==> src/rtl/uart_pkg.sv <==
// rtl/uart_pkg.sv - shared state encodings, parameter limits and helpers for the UART TX scheduler
package uart_pkg;

   typedef enum logic [1:0] {
      ST_IDLE      = 2'd0,
      ST_ISSUE     = 2'd1,
      ST_WAIT_BUSY = 2'd2,
      ST_WAIT_DONE = 2'd3
   } sched_state_t;

   localparam int NUM_REQ_MIN      = 2;
   localparam int NUM_REQ_MAX      = 8;
   localparam int BUSY_TIMEOUT_MIN = 2;
   localparam int BUSY_TIMEOUT_MAX = 15;
   localparam int TIMEOUT_W        = $clog2(BUSY_TIMEOUT_MAX + 1);

   function automatic int wrap_inc(input int idx, input int n);
      return (idx + 1 >= n) ? 0 : idx + 1;
   endfunction

endpackage

==> src/rtl/uart_tx_sched_rr_arbiter.sv <==
// rtl/uart_tx_sched_rr_arbiter.sv - combinational round-robin arbiter, search from ptr upward with wrap
module rr_arbiter #(
   parameter int N  = 2,
   parameter int IW = (N > 1) ? $clog2(N) : 1
) (
   input  logic [N-1:0]  req,
   input  logic [IW-1:0] ptr,
   output logic [N-1:0]  grant,
   output logic [IW-1:0] idx,
   output logic          found
);

   logic [IW:0] cand;

   always_comb begin
      grant = '0;
      idx   = '0;
      found = 1'b0;
      cand  = '0;
      for (int k = 0; k < N; k++) begin
         cand = {1'b0, ptr} + (IW+1)'(k);
         if (cand >= (IW+1)'(N)) begin
            cand = cand - (IW+1)'(N);
         end
         if (!found && req[cand[IW-1:0]]) begin
            found                = 1'b1;
            grant[cand[IW-1:0]]  = 1'b1;
            idx                  = cand[IW-1:0];
         end
      end
   end

endmodule

==> src/rtl/uart_tx_sched.sv <==
// rtl/uart_tx_sched.sv - packet-granular round-robin sharing of one UART transmitter
module uart_tx_sched
   import uart_pkg::*;
#(
   parameter int NUM_REQ      = 2,
   parameter int BUSY_TIMEOUT = 4,
   localparam int IW          = $clog2(NUM_REQ)
) (
   input  logic                 clk,
   input  logic                 rst,
   input  logic [NUM_REQ-1:0]   req_valid,
   input  logic [8*NUM_REQ-1:0] req_data,
   input  logic [NUM_REQ-1:0]   req_last,
   output logic [NUM_REQ-1:0]   req_ready,
   output logic                 tx_start,
   output logic [7:0]           tx_data,
   input  logic                 tx_busy,
   output logic [IW-1:0]        grant_id,
   output logic                 pkt_active,
   output logic                 tx_err
);

   sched_state_t         state, state_nx;
   logic [TIMEOUT_W-1:0] wait_cnt;
   logic                 last_q;
   logic [IW-1:0]        ptr;

   logic [NUM_REQ-1:0]   arb_grant;
   logic [IW-1:0]        arb_idx;
   logic                 arb_found;

   logic [7:0]           req_byte [NUM_REQ];
   logic [IW-1:0]        sel;
   logic                 sel_valid;
   logic                 accept;

   rr_arbiter #(.N(NUM_REQ), .IW(IW)) u_arb (
      .req   (req_valid),
      .ptr   (ptr),
      .grant (arb_grant),
      .idx   (arb_idx),
      .found (arb_found)
   );

   always_comb begin
      for (int i = 0; i < NUM_REQ; i++) begin
         req_byte[i] = req_data[8*i +: 8];
      end
   end

   // A locked packet pins selection to its owner; other requesters stay blocked.
   always_comb begin
      sel       = pkt_active ? grant_id : arb_idx;
      sel_valid = pkt_active ? req_valid[grant_id] : arb_found;
      req_ready = '0;
      if (state == ST_IDLE && !tx_busy) begin
         if (pkt_active) begin
            req_ready[grant_id] = 1'b1;
         end else begin
            req_ready = arb_grant;
         end
      end
      accept = (state == ST_IDLE) && !tx_busy && sel_valid;
   end

   always_comb begin
      state_nx = state;
      tx_start = 1'b0;
      tx_err   = 1'b0;
      case (state)
         ST_IDLE: begin
            if (accept) begin
               state_nx = ST_ISSUE;
            end
         end
         ST_ISSUE: begin
            tx_start = !tx_busy;
            state_nx = ST_WAIT_BUSY;
         end
         ST_WAIT_BUSY: begin
            if (tx_busy) begin
               state_nx = ST_WAIT_DONE;
            end else if (wait_cnt == TIMEOUT_W'(BUSY_TIMEOUT - 1)) begin
               tx_err   = 1'b1;
               state_nx = ST_ISSUE;
            end
         end
         ST_WAIT_DONE: begin
            if (!tx_busy) begin
               state_nx = ST_IDLE;
            end
         end
         default: state_nx = ST_IDLE;
      endcase
   end

   always_ff @(posedge clk) begin
      if (rst) begin
         state      <= ST_IDLE;
         wait_cnt   <= '0;
         tx_data    <= '0;
         last_q     <= 1'b0;
         grant_id   <= '0;
         pkt_active <= 1'b0;
         ptr        <= '0;
      end else begin
         state <= state_nx;
         case (state)
            ST_IDLE: begin
               if (accept) begin
                  tx_data    <= req_byte[sel];
                  last_q     <= req_last[sel];
                  grant_id   <= sel;
                  pkt_active <= 1'b1;
               end
            end
            ST_ISSUE: begin
               wait_cnt <= '0;
            end
            ST_WAIT_BUSY: begin
               if (!tx_busy) begin
                  wait_cnt <= wait_cnt + 1'b1;
               end
            end
            ST_WAIT_DONE: begin
               // Fairness pointer advances only at packet end, never mid-packet.
               if (!tx_busy && last_q) begin
                  pkt_active <= 1'b0;
                  ptr        <= IW'(wrap_inc(int'(grant_id), NUM_REQ));
               end
            end
            default: ;
         endcase
      end
   end

endmodule

==> config.mk <==
export PLATFORM = sky130hd
export DESIGN_NAME = uart_tx_sched
export DESIGN_NICKNAME = d
export VERILOG_FILES = /design/src/rtl/uart_pkg.sv /design/src/rtl/uart_tx_sched_rr_arbiter.sv /design/src/rtl/uart_tx_sched.sv
export SDC_FILE = /design/constraint.sdc
export NUM_CORES = 1
export LEC_CHECK = 0
export BUFFER_PORTS_ARGS = -buffer_cell sky130_fd_sc_hd__buf_2
export CAP_MARGIN = 30
export CORE_UTILIZATION = 47
export DETAILED_ROUTE_END_ITERATION = 16
export PLACE_DENSITY = 0.87
export SLEW_MARGIN = 0
export SYNTH_ARGS = -nofsm -noshare
export SYNTH_HDL_FRONTEND = slang
export SYNTH_SLANG_ARGS = --single-unit
==> constraint.sdc <==
create_clock -name clk -period 1.8 [get_ports clk]
set_input_delay 0.09 -clock clk [delete_from_list [all_inputs] [get_ports clk]]
set_output_delay 0.09 -clock clk [all_outputs]
set_load 0.05 [all_outputs]
Word level (Yosys, flattened, before mapping)
Cells that the tools add are included.
Operators by class
  $add $sub $neg: 5
  order comparisons: 11
  bitwise logic cells: 2
  divide/modulo/power cells: 0
  equality and inequality tests: 9
  mux-type cells: 44
  reduce and logical (&&, ||, !) cells: 17
  shift-type cells: 0
  multipliers: 0
Operator list (count)
  two-way mux 1 bit: 26
  two-way mux 8 bit: 3
  two-way mux 2 bit: 8
  < comparator 1 x 2 -> 1 bit (second input constant): 4
  != test 2 bit (second input constant): 4
  case mux 2 bit (4 select lines): 1
  case mux 4 bit (2 select lines): 1
  logical AND 1 bit: 7
  >= comparator 2 bit (second input constant): 3
  AND reduction 2 bit: 3
  AND reduction 3 bit: 2
  adder 1 x 1 -> 2 bit (second input constant): 2
  adder 4 x 1 -> 4 bit (second input constant): 1
  equality test 2 bit (second input constant): 2
  equality test 4 x 2 -> 1 bit (second input constant): 1
  two-way mux 4 bit: 1
  nonzero test 2 bit: 2
  demux 1 bit (select 1 bit): 3
  >= comparator 1 bit (second input constant): 3
  != test 3 bit (second input constant): 1
  equality test 2 x 1 -> 1 bit (second input constant): 1
  >= comparator 1 x 2 -> 1 bit (second input constant): 1
  zero test 1 bit: 2
  zero test 2 bit: 1
  4 further kinds: 5
Word-level totals
  input bits: 23
  memories kept: 0
  bits in read-only memories: 0
  register bits: 18
  logic and storage cells: 95
  latch bits: 0
  RAM bits: 0
  output and inout bits: 14

Depth between registers and ports, before layout
  depth in word-level cells: 13
  depth in mapped cells: 6
  mapped depth without buffers: 5

Hierarchy
A second synthesis with hierarchy kept.
Second synthesis, totals
  cell total of the unflattened synthesis: 111
  area, all modules: 980.9 um2
By module, submodules not included
  uart_tx_sched: area each 948.4 um2, instances 1, cells an instance 106
  rr_arbiter: area each 32.5 um2, instances 1, cells an instance 5

Worst setup path after synthesis
No wires, ideal clock.
  kind: reg2out
  start: reg pkt_active
  end: out req_ready[1]
  data required time: 1710 ps
  cell stages (with the launch flop): 4
  slack: -151 ps
  data arrival time: 1861 ps
  buffers on the path: 1
  path through: dfxtp_1 a22oi_1 buf_2 nor2_1
On the way
  cells in the longest elaborated chain, start to end: 2
RTL lines
  start, declared: line uart_tx_sched.sv:19  | output logic pkt_active,
  start signal, assigned: line uart_tx_sched.sv:104  | pkt_active <= 1'b0;
  start signal, assigned: line uart_tx_sched.sv:114  | pkt_active <= 1'b1;
  start signal, assigned: line uart_tx_sched.sv:128  | pkt_active <= 1'b0;
  two-way mux 2 bit: line uart_tx_sched.sv:57  | if (pkt_active) begin
  two-way mux 2 bit: line uart_tx_sched.sv:56  | if (state == ST_IDLE && !tx_busy) begin
  end, declared: line uart_tx_sched.sv:14  | output logic [NUM_REQ-1:0] req_ready,
No other way between the ends.

Worst setup path in the final report
  start: reg wait_cnt[0]
  end: out tx_err
On the way
  cells in the longest elaborated chain, start to end: 4
RTL lines
  start, declared: line uart_tx_sched.sv:24  | logic [TIMEOUT_W-1:0] wait_cnt;
  start signal, assigned: line uart_tx_sched.sv:122  | wait_cnt <= wait_cnt + 1'b1;
  equality test 4 x 2 -> 1 bit: line uart_tx_sched.sv:83  | end else if (wait_cnt == TIMEOUT_W'(BUSY_TIMEOUT - 1)) begin
  two-way mux 1 bit: line uart_tx_sched.sv:83
  two-way mux 1 bit: line uart_tx_sched.sv:81  | if (tx_busy) begin
  two-way mux 1 bit: line uart_tx_sched.sv:70  | case (state)
  end, declared: line uart_tx_sched.sv:20  | output logic tx_err
No other way between the ends.

==> metrics <==
CP required=1.71 ns; Psw=371 µW; Layout Skew=0.00168 ns; critical-path cell list=ha_1 -> nand2b_1 -> nor3_2 -> and2_1 -> buf_2; status=complete, no violations; worst path arrival time=1.55 ns; synthesis-stage register bit count=18; hpwl dp=1520 µm; cts bufs inserted=3; Initial Util=52.7%; Final #Nets=165; GRT Residual Overflow=0; post-DR wirelength/cell=11.8 µm; Fin. Hold Viols=0; clock root cell=clkbuf_4; final setup TNS=0 ns; Top delay family on crit path=flip-flops; Max Fclk=610 MHz; Initial DRT Pass Iterations=4; Via density=5.16; Yosys cell types=29; Worst Slack Setup Final=0.160 ns; CTS H-tree depth=1; CTS max path bufs=2; Layout area overhead=25.6%; Setup crit start=wait_cnt[0]; worst path bufs/invs=1; pwr/cell area=866 mW/mm²; RePlAce Congestion=0.784; Slew Viols, Final=0; worst-margin pin slew=0.410 ns; main area contributors after synthesis=dfxtp_1 38%, a211oi_2 10%, mux2i_1 10%; DIE HEIGHT=47.2 µm; vias in the first global route=710; fin crit period=1.64 ns; clock-pin slew on the worst setup and hold paths=0.10 ns; Internal=673 µW; Mapped Nets=127; Mean Syn Cell Area=9.32 µm²; Post-DP Area=0.00116 mm²; share of layout cells above drive strength 1=43.6%; Hold Crit Class=input port to register; share of the synthesized area in the top cell type=37.5%; CTS Hold Bufs=0; r2r setup slk=0.20 ns; gr usage total=19.1%; hold depth=3; DRT iter0 DRCs=9; sw frac=35.5%; Ant. Diodes=0; VDD IR max=0.000582 V; Setup crit start kind=register; Crit. End Element=output pin; final core utilization=66.2%; Setup Viol. Count Final=0; crit path kind=register to output pin; WL final=1950 µm; Vias=851; Mapped Cells=103; sequential area share after synthesis=37.5%; crit-path max cell delay=0.41 ns; combinational fraction of design power=32.9%; I/O pin cnt=37; crit share post-route=91.1%; Clock Sinks=18; fillers=152; Die ar.=0.00223 mm²; CTS tree=yes; post-route cell area=0.00120 mm²; static leakage=0.559 nW; Pwr Total=1.04 mW; RR Endpoint=tx_data[7]; sequential power share=44.0%; Reg2Reg Launch Point=state[1]; RSZ-0062 raised after global routing=false; Hold Startpoint=req_data[15]; Max-cap violations=0; Yosys Warn Count=0; cell taking the most area after synthesis=dfxtp_1; number of port buffers=36; std cell rows=15; CP max stage cell=dfxtp_1; Worst Hold End=tx_data[7]; CP max FO=4; Setup WS pre-CTS=0.232 ns; pin count of the biggest net entering global routing=19; chip width=47.2 µm; # Post-CTS Setup Buffers=0; drt drc=0; Core Area=0.00182 mm²; Worst R2R Path Depth=5; clock power share=23.1%; first-pass GRT wire length=3040 µm; Rel. slew slack=72.7%; initial antenna violation count=0; mapped cell area=960 µm²; Worst-Skew Late Latency=0.28 ns; Routed Antenna Nets=0
state kept, by name, summed over array words and instances, names as in the netlist:
name,count
tx_data,8
wait_cnt,4
state,2
grant_id,1
last_q,1
pkt_active,1
ptr,1
tightest hold or removal path, stage by stage:
cell and delay (ns):
buf_2 0.10, mux2i_1 0.12, a211oi_1 0.09
Yosys cell counts:
cell      number
nor2_1        22
dfxtp_1       18
mux2i_1       10
a211oi_2       8
a21oi_1        4
a22oi_1        4
nand2_1        4
nand2b_1       4
clkbuf_1       3
nor2b_1        3
a211oi_1       2
buf_2          2
mux2_2         2
o21ai_0        2
a211oi_4       1
a22o_1         1
and2_1         1
buf_4          1
buf_6          1
ha_1           1
inv_2          1
nand3b_1       1
nand4_1        1
nand4b_1       1
nor3_1         1
nor3b_2        1
o21ba_2        1
o31ai_1        1
or3_4          1
through the flow:
step	hold slack (ns)	std cells
final	0.153	165
after detailed placement	0.455	161
after CTS	0.150	165
after global placement	0.451	161
after global routing	0.170	165
after floorplan	0.306	103
power groups by stage:
stage	clock, mW	sequential (mW)	combinational [mW]
finish	0.241	0.459	0.343
floorplan	0	0.551	0.180
CTS	0.247	0.459	0.345
detailed placement	0	0.468	0.344
global route	0.268	0.464	0.369
global placement	0	0.466	0.334
timing repair:
item / CTS / global route
resized for setup: 0 / 1
hold endpoints to repair: 0 / 0
endpoints found under the setup margin: 0 / 1
logic make-up after synthesis:
group                      after synthesis  synth area share, %
AOI/OAI and AO/OA                       24                 23.1
buffers and inverters                    8                 4.56
adders and majority gates                1                 1.30
DFF                                     18                 37.5
muxes                                   12                 12.8
and+or+nand+nor                         40                 20.7
metal layers:
| layer | track usage, % | vias to the layer above | wire length [µm] |
|---|---|---|---|
| met1 | 24.9 | 398 | 939 |
| met2 | 33.3 | 15 | 941 |
| met5 | 0 | - | 0 |
| met4 | 1.71 | 0 | 0 |
| met3 | 4.62 | 0 | 72 |
| li1 | - | 438 | - |
worst max-delay path by stage:
stage | end | slack (ns) | depth (start not counted)
after detailed placement | tx_data[7] | 0.23 | 5
after floorplan | tx_data[0] | 0.02 | 5
after CTS | tx_err | 0.08 | 5
after global placement | tx_data[7] | 0.32 | 5
after global routing | tx_err | 0.05 | 5
final | tx_err | 0.16 | 5
cells in the final DEF, fill, tap and decap left out, types with 2 or more instances in the layout:
cell type,count
buf_2,36
nor2_1,21
dfxtp_1,18
mux2i_1,10
a211oi_2,8
nand2b_1,4
nand2_1,4
a21oi_1,4
a22oi_1,4
buf_4,4
nor2b_1,3
clkbuf_4,3
o21ai_0,2
mux2_2,2
a211oi_1,2
layout make-up:
type | count | area, µm² | share of cell area [%]
Clock buffer | 4 | 36.3 | 3.01
Inverter | 1 | 3.75 | 0.312
Multi-Input combinational cell | 77 | 563 | 46.7
Sequential cell | 18 | 360 | 29.9
Tap cell | 25 | 31.3 | 2.60
Timing Repair Buffer | 40 | 210 | 17.4
(Power assumes the default switching activity.)
